`src/rtl/alu_muldiv_ctrl.sv`:
```
// Sequential 6x6 unsigned multiply / 6/6 unsigned divide controller built
// around a single shared 6-bit ripple-carry add/sub unit.

// 6-bit ripple-carry adder/subtractor: sel=0 -> x+y, sel=1 -> x-y.
// c_out is the raw carry XOR sel, so for subtraction 1 means borrow.
module ripple_carry_adder (
   input  logic [5:0] x,
   input  logic [5:0] y,
   input  logic       sel,
   output logic [5:0] sum,
   output logic       c_out,
   output logic       overflow
);
   logic [6:0] c;
   logic       yb;

   // Carry chain: one full adder per bit, y inverted and carry-in set for subtract
   always_comb begin
      c     = '0;
      sum   = '0;
      yb    = 1'b0;
      c[0]  = sel;
      for (int unsigned i = 0; i < 6; i++) begin
         yb       = y[i] ^ sel;
         sum[i]   = x[i] ^ yb ^ c[i];
         c[i+1]   = (x[i] & yb) | (x[i] & c[i]) | (yb & c[i]);
      end
      c_out    = c[6] ^ sel;
      overflow = c[6] ^ c[5];
   end
endmodule

module alu_muldiv_ctrl (
   input  logic       clk,
   input  logic       reset,
   input  logic       start,
   input  logic       op,
   input  logic [5:0] a,
   input  logic [5:0] b,
   output logic       busy,
   output logic       done,
   output logic [5:0] result_hi,
   output logic [5:0] result_lo,
   output logic       div_by_zero
);
   typedef enum logic [1:0] {IDLE, RUN, DONE} state_t;

   state_t     state_q, state_d;
   logic       op_q;
   logic [5:0] m_q, acc_q, q_q;
   logic [2:0] cnt_q;
   logic       dbz_q;

   logic       accept, div_zero_req;
   logic [5:0] add_x, add_sum;
   logic       add_cout, unused_ovf;
   logic [5:0] acc_step, q_step;
   logic [5:0] mul_s;
   logic       mul_c;

   assign accept       = start && (state_q == IDLE || state_q == DONE);
   assign div_zero_req = op && (b == '0);

   // Divide shifts the partial remainder left before the trial subtract
   assign add_x = op_q ? {acc_q[4:0], q_q[5]} : acc_q;

   ripple_carry_adder u_adder (
      .x        (add_x),
      .y        (m_q),
      .sel      (op_q),
      .sum      (add_sum),
      .c_out    (add_cout),
      .overflow (unused_ovf)
   );

   // One multiply or divide step computed from the current registers
   always_comb begin
      acc_step = acc_q;
      q_step   = q_q;
      mul_c    = 1'b0;
      mul_s    = acc_q;
      if (!op_q) begin
         if (q_q[0]) begin
            mul_c = add_cout;
            mul_s = add_sum;
         end
         acc_step = {mul_c, mul_s[5:1]};
         q_step   = {mul_s[0], q_q[5:1]};
      end else begin
         // A shifted-out remainder MSB means the value exceeds any divisor
         if (acc_q[5] || !add_cout) begin
            acc_step = add_sum;
            q_step   = {q_q[4:0], 1'b1};
         end else begin
            acc_step = {acc_q[4:0], q_q[5]};
            q_step   = {q_q[4:0], 1'b0};
         end
      end
   end

   // State register
   always_ff @(posedge clk) begin
      if (reset) state_q <= IDLE;
      else       state_q <= state_d;
   end

   // Next-state and handshake outputs
   always_comb begin
      state_d = state_q;
      busy    = 1'b0;
      done    = 1'b0;
      case (state_q)
         IDLE: begin
            if (start) state_d = div_zero_req ? DONE : RUN;
         end
         RUN: begin
            busy = 1'b1;
            if (cnt_q == 3'd5) state_d = DONE;
         end
         DONE: begin
            done = 1'b1;
            if (start) state_d = div_zero_req ? DONE : RUN;
            else       state_d = IDLE;
         end
         default: state_d = IDLE;
      endcase
   end

   // Operand latch on accepted start, one step per RUN cycle
   always_ff @(posedge clk) begin
      if (reset) begin
         op_q  <= 1'b0;
         m_q   <= '0;
         acc_q <= '0;
         q_q   <= '0;
         cnt_q <= '0;
         dbz_q <= 1'b0;
      end else if (accept) begin
         op_q  <= op;
         m_q   <= b;
         cnt_q <= '0;
         dbz_q <= div_zero_req;
         if (div_zero_req) begin
            acc_q <= a;
            q_q   <= '1;
         end else begin
            acc_q <= '0;
            q_q   <= a;
         end
      end else if (state_q == RUN) begin
         acc_q <= acc_step;
         q_q   <= q_step;
         cnt_q <= cnt_q + 3'd1;
      end
   end

   assign result_hi   = acc_q;
   assign result_lo   = q_q;
   assign div_by_zero = dbz_q;
endmodule

```
`config.mk`:
```
export PLATFORM = sky130hd
export DESIGN_NAME = alu_muldiv_ctrl
export DESIGN_NICKNAME = d
export VERILOG_FILES = /design/src/rtl/alu_muldiv_ctrl.sv
export SDC_FILE = /design/constraint.sdc
export NUM_CORES = 1
export LEC_CHECK = 0
export BUFFER_PORTS_ARGS = -buffer_cell sky130_fd_sc_hd__buf_2
export CAP_MARGIN = 20
export CORE_MARGIN = 2
export CORE_UTILIZATION = 51
export CTS_BUF_LIST = sky130_fd_sc_hd__clkbuf_8
export DETAILED_ROUTE_END_ITERATION = 7
export GPL_TIMING_DRIVEN = 0
export MAX_ROUTING_LAYER = met4
export PLACE_DENSITY = 0.8
export SLEW_MARGIN = 20
export SYNTH_ARGS = -nofsm -noshare
export SYNTH_HDL_FRONTEND = slang
export SYNTH_SLANG_ARGS = --single-unit
```
`constraint.sdc`:
```
create_clock -name clk -period 3.82 [get_ports clk]
set_input_delay 0 -clock clk [delete_from_list [all_inputs] [get_ports clk]]
set_output_delay 0 -clock clk [all_outputs]
set_load 0.02 [all_outputs]
```
==> summary.md, run 1 <==
| Metric | Value |
|---|---|
| Status | finished, final reports clean |
| Hold Path Class | primary input to register |
| Initial core utilization | 0.521 |
| Register area share after synthesis | 0.323 |
| Mapped Nets | about 200 |
| Worst-Margin Slew | 0.585 ns |
| WL/cell | 15.0 um |
| Worst Setup Path Type | register to register |
| Cell internal pwr | 0.447 mW |
| Post-Route WL | 3840 um |
| Final Max Slew Viols | 0 |
| Die area | about 3500 um^2 |
| Final Hold Viols | 0 |
| CP Data Required Time | 3.98 ns |
| Core area | just under 3000 um^2 |
| Worst skew pair latency | 0.28 ns |
| PwrDens | around 360 nW/um^2 |
| CP Max Fanout | 10 |
| # setup viols final | 0 |
| Syn Inst Count | around 180 |
| Max Clock Freq | roughly 270 MHz |
| Number of synthesized flops with an enable pin | 0 |
| Nets@finish | around 250 |
| Root Driver | clkbuf_8 |
| Most used cell, CP | fa_2 |
| Max VDD drop | about 0.28 mV |
| CP Buf/Inv Count | 5 |
| Most numerous cell in the Yosys netlist | a21oi_1 |
| Yosys top cell area share | 0.323 |
| Sinks on Clock Net | 25 |
| Sw Share | 0.347 |
| Diode count | 0 |
| TritonCTS Buffers | 3 |
| First-pass GRT wire length | about 6400 um |
| Final critical-path share of the clock period | 0.956 |
| Slew HR | 0.608 |
| Io pins | 31 |
| Max Cap Violations | 0 |
| CP Launch Type | register |
| Cells along the critical path | buf_8 > buf_8 > mux2i_1 > fa_2 > inv_1 > fa_1 > inv_1 > fa_1 > fa_2 > fa_2 > nand2b_1 > clkbuf_4 > mux2_2 > a21oi_2 > a2111oi_2 |
| GRT Total Usage | 0.246 |
| CTS H-tree lvls | 1 |
| Cell variety after synth | 37 |
| ANT nets after route | 0 |
| Ranking of synthesized cells by area | dfxtp_1 (32%), a21oi_1 (8.4%), fa_1 (6.5%), mux2i_1 (5.8%), nand2_1 (4.8%) |
| CTS tree | yes |
| Worst hold margin | around 0.02 ns |
| GP Congestion | a little under 0.9 |
| Family with the most delay on the worst path | adder cells |
| Post-DP HPWL | ~2800 um |
| Combinational fraction of design power | 0.310 |
| Number of global-route vias before repair | ~1400 |
| Num rows | 20 |
| Post-placement cell area | 1740 um^2 |
| Initial antenna violation count | 0 |
| Slowest cell on crit path | fa_2 |
| Synth cell count leaders | a21oi_1 (26), dfxtp_1 (25), nand2_1 (20) |
| Clock power frac | 0.251 |
| Share of cells above drive strength 1 | 0.251 |
| Primary FF master, synth | dfxtp_1 |
| Synthesis Warnings | 0 |
| Async SR Flop Fraction | 0 |
| Min cycle time layout | about 3.7 ns |
| Via count | about 1500 |
| Height of the chip | a little under 60 um |
| Via/cell ratio | 5.77 |
| Congestion Overflow GR | 0 |
| Mapped Area | around 1600 um^2 |
| Static Leakage | around 0.74 nW |
| Number of port buffers | 30 |
| Largest net degree at the start of global routing | 17 |
| DRC viols | 0 |
| DRT Pass-1 Iters | 4 |
| Crit path capture type | register |
| Worst Path Arrival | ~3.8 ns |
| Skew final | slightly below 0.002 ns |
| Total Power | 0.685 mW |
| DRT iter0 DRCs | 99 |
| Clock Tree Buf Depth | 2 |
| Fin area | about 1900 um^2 |
| Switching pwr | around 0.24 mW |
| Clk pin slew, worst setup/hold paths | around 0.10 ns |
| Sequential power share | 0.438 |
| Die X | a little under 60 um |
| Area growth syn-to-layout | 23.5% |
| Fin util | 0.643 |
| Yosys reg bits | 25 |
| Area leader, netlist | dfxtp_1 |
| Biggest cell delay along the critical path | around 0.41 ns |
| Synth Area per Inst | approximately 8.6 um^2 |
==> metrics by stage <==
stage / setup WS [ns] / instances / setup TNS [ns]
floorplan: 0.0842 / 181 / 0
global placement: -0.251 / 244 / -0.638
detailed placement: -0.337 / 244 / -1.15
CTS: 0.0226 / 256 / 0
global route: -0.00912 / 256 / -0.00912
finish: 0.168 / 256 / 0
==> power groups by stage <==
stage | clock network (mW) | registers (mW) | logic, mW
floorplan | 0 | 0.314 | 0.129
global placement | 0 | 0.305 | 0.192
detailed placement | 0 | 0.306 | 0.197
CTS | 0.174 | 0.300 | 0.206
global route | 0.185 | 0.303 | 0.234
finish | 0.172 | 0.300 | 0.212
==> state kept, by name (all words and copies together), names as in the netlist <==
name         count
div_by_zero      1
result_hi        6
cnt_q            3
m_q              6
result_lo        6
op_q             1
state_q          2
==> final timing paths <==
| check | startpoint | to | slack, ns | depth (start not counted) |
|---|---|---|---|---|
| worst max-delay path | op_q | result_hi[2] | 0.17 | 15 |
| worst min-delay path | reset | result_hi[3] | 0.02 | 2 |
| worst max register to register | op_q | result_hi[2] | 0.17 | 15 |
| worst min register to register | div_by_zero | div_by_zero | 0.47 | 2 |
==> routing by layer <==
metal  part of all wire  global-route usage  wire, um
met3              0.044              0.0480       169
met1               0.45               0.328      1710
met5                  0                   -         0
met4             0.0076              0.0455        29
met2               0.50               0.394      1930
==> kinds of logic (layout without fill, tap and decap cells) <==
logic type      after synthesis  after routing  share of synthesized area
fa+ha+maj                     7              7                     0.0806
mux                          12             12                     0.0798
compound gates               50             50                      0.227
simple gates                 59             59                      0.194
flops                        25             25                      0.323
xor+xnor                      8              8                     0.0452
buf+inv                      20             62                     0.0508
==> layout make-up <==
cell class	count	area [um^2]
fill	269	1060
multi-input combinational	136	983
sequential	25	504
timing repair buffer	38	230
buffer	14	83.8
clock buffer	3	41.3
tap	33	41.3
inverter	6	22.5
clock inverter	1	8.76
==> placed cells by master, fill, tap and decap left out, types with 2 or more instances in the layout <==
cell / netlist / final
buf_2: 3 / 31
a21oi_1: 26 / 25
dfxtp_1: 25 / 24
nand2_1: 20 / 20
nor2_1: 16 / 16
clkbuf_1: 10 / 9
mux2i_1: 9 / 9
dlygate4sd3_1: 0 / 8
inv_1: 6 / 6
nand2b_1: 5 / 5
xnor2_1: 5 / 5
nor3b_1: 5 / 5
a2111oi_2: 4 / 4
a221oi_1: 4 / 4
a211oi_1: 4 / 4
mux2_2: 3 / 3
xor2_1: 3 / 3
nand3_1: 3 / 3
nor3_1: 3 / 3
fa_2: 0 / 3
clkbuf_8: 0 / 3
buf_8: 0 / 2
nor2b_1: 2 / 2
clkbuf_4: 0 / 2
a31oi_1: 2 / 2
o21ai_0: 2 / 2
fa_1: 5 / 2
ha_1: 2 / 2
==> what timing repair did <==
action,CTS,global route
buffers inserted,0,0
hold buffers,8,0
hold endpoints to repair,8,0
pin swaps,0,2
resized for setup,7,9
setup endpoints to repair,7,5
No activity file was read; power rests on OpenSTA's default activity.
==> run 2: changes to the inputs <==
CORE_UTILIZATION = 45   (was 51)
PLACE_DENSITY = 0.72   (was 0.8)
clock period = 3.2 ns   (was 3.82 ns; I/O delays follow)
==> run 2 against run 1 <==
The run now ends with setup timing left. Maximum frequency grew 7.0%. Power increased by 26%. Die area grew 12%. Cell count grew 7.0%. Critical path depth unchanged. Largest power group unchanged. Highest routed layer unchanged.
==> summary.md, run 2 (synthesis results as in run 1) <==
| Metric | Value |
|---|---|
| Final TNS setup | -0.944 ns |
| Root Driver | clkbuf_8 |
| Fin util | 0.630 |
| Largest net degree at the start of global routing | 17 |
| Setup WS post-layout | -0.213 ns |
| Max Cap Violations | 0 |
| Number of port buffers | 30 |
| WL/cell | about 15 um |
| CP Data Required Time | between 3 and 4 ns |
| Die X | between 60 and 70 um |
| Via/cell ratio | 5.44 |
| Cells along the critical path | buf_8 > buf_12 > mux2i_2 > fa_2 > inv_2 > fa_2 > inv_2 > fa_2 > fa_2 > fa_2 > nand2b_1 > buf_6 > mux2_4 > a21oi_2 > a2111oi_2 |
| Setup crit start | op_q |
| Die area | 3930 um^2 |
| Worst Setup Path Type | register to register |
| Nets@finish | roughly 250 |
| Initial antenna violation count | 0 |
| Core area | 3310 um^2 |
| Max VDD drop | roughly 0.37 mV |
| Num rows | 21 |
| CP Launch Type | register |
| Min cycle time layout | between 3 and 4 ns |
| # setup viols final | 7 |
| Fillers | 296 |
| Number of global-route vias before repair | around 1400 |
| CP Max Fanout | 6 |
| Hold depth | 2 |
| Via count | about 1500 |
| Failing checks | setup timing |
| Max Clock Freq | 293 MHz |
| GRT Total Usage | 0.223 |
| R2R Path Start | op_q |
| Commonest non-fill, non-tap cell in the layout | buf_2 |
| First-pass GRT wire length | roughly 6700 um |
| Skew final | ~0.0033 ns |
| Slowest cell on crit path | fa_2 |
| FF-to-FF path depth | 15 |
| Slew HR | 0.598 |
| Worst-Margin Slew | approximately 0.60 ns |
| Io pins | 31 |
| Crit path capture type | register |
| Family with the most delay on the worst path | adder cells |
| DRC viols | 0 |
| ANT nets after route | 0 |
| Initial core utilization | 0.469 |
| Fin area | ~2100 um^2 |
| Post-DP HPWL | between 2000 and 3000 um |
| DRT iter0 DRCs | 76 |
| RSZ-0062 raised after global routing | true |
| Congestion Overflow GR | 0 |
| PwrDens | 414 nW/um^2 |
| Area growth syn-to-layout | 34.5% |
| CTS tree | yes |
| Worst Path Arrival | ~3.6 ns |
| Pre-CTS WS | -0.265 ns |
| GP Congestion | a little under 0.9 |
| Clock Tree Buf Depth | 2 |
| Sinks on Clock Net | 25 |
| Worst skew pair latency | approximately 0.28 ns |
| Most used cell, CP | fa_2 |
| Post-placement cell area | ~1800 um^2 |
| Diode count | 0 |
| Share of cells above drive strength 1 | 0.355 |
| Biggest cell delay along the critical path | 0.40 ns |
| Height of the chip | roughly 63 um |
| Static Leakage | slightly below 0.8 nW |
| CTS H-tree lvls | 1 |
| DRT Pass-1 Iters | 4 |
| Clk pin slew, worst setup/hold paths | roughly 0.1 ns |
| Status | finished, violations left |
| Final Max Slew Viols | 0 |
| CP Buf/Inv Count | 5 |
| TritonCTS Buffers | 3 |
| Final critical-path share of the clock period | 1.07 |
| Commonest non-fill, non-tap cells in the layout | buf_2 (31), a21oi_1 (22), dfxtp_1 (22) |
| Hold Path Class | primary input to register |
| Hold Startpoint | reset |
| Post-Route WL | ~4000 um |
| Final Hold Viols | 0 |
| CP Depth | 15 |
run 2: cell types whose count changed in the layout (fill, tap and decap cells not counted), sizes merged:
cell | previous run | this run
buf | 33 | 39
clkbuf | 14 | 13
run 2: worst register-to-register path, delay by kind of cell (launching register included):
kind                       cells  cell delay [ns]
AOI/OAI and AO/OA              2             0.39
and+or+nand+nor                1             0.11
buffers and inverters          5             0.47
DFF                            1             0.37
muxes                          2             0.30
adders and majority gates      5             1.67
run 2: final cells by class:
cell class	count	area (um^2)	share of cell area
Buffer	14	98.8	0.0474
Clock buffer	3	41.3	0.0198
Clock inverter	1	8.76	0.00420
Inverter	6	22.5	0.0108
Multi-Input combinational cell	136	1070	0.511
Sequential cell	25	507	0.243
Tap cell	46	57.6	0.0276
Timing Repair Buffer	43	284	0.136
run 2: report_power, final:
| group | leakage [nW] | internal (mW) | switching [mW] |
|---|---|---|---|
| logic | 0.563 | 0.139 | 0.157 |
| registers | 0.207 | 0.333 | 0.0281 |
| clock network | 0.0261 | 0.0917 | 0.115 |
| total | 0.796 | 0.564 | 0.300 |
run 2: final timing paths:
kind	to	slack, ns
worst min-delay path	result_hi[1]	0.01
worst min register to register	m_q[2]	0.47
worst max-delay path	result_hi[2]	-0.21
worst max register to register	result_hi[2]	-0.21
run 2: routing by layer:
metal / GRT usage / up-vias / wire length (um)
li1: - / 741 / -
met1: 0.289 / 715 / 1820
met2: 0.358 / 30 / 1980
met3: 0.0396 / 5 / 159
met4: 0.0639 / 0 / 48
met5: - / - / 0
run 2: per-stage QoR:
step | hold slack, ns | power [mW] | cells
floorplan | 0.0689 | 0.551 | 181
finish | 0.0127 | 0.864 | 274
global placement | 0.253 | 0.620 | 257
CTS | 0.0153 | 0.845 | 273
global route | 0.0222 | 0.914 | 274
detailed placement | 0.258 | 0.621 | 257
run 2: repair_timing:
item | in CTS | in global routing
setup endpoints to repair | 7 | 7
buffers inserted | 4 | 1
hold endpoints to repair | 8 | 0
pin swaps | 11 | 3
cloned | 0 | 0
hold buffers | 8 | 0
gates resized for setup | 4 | 11
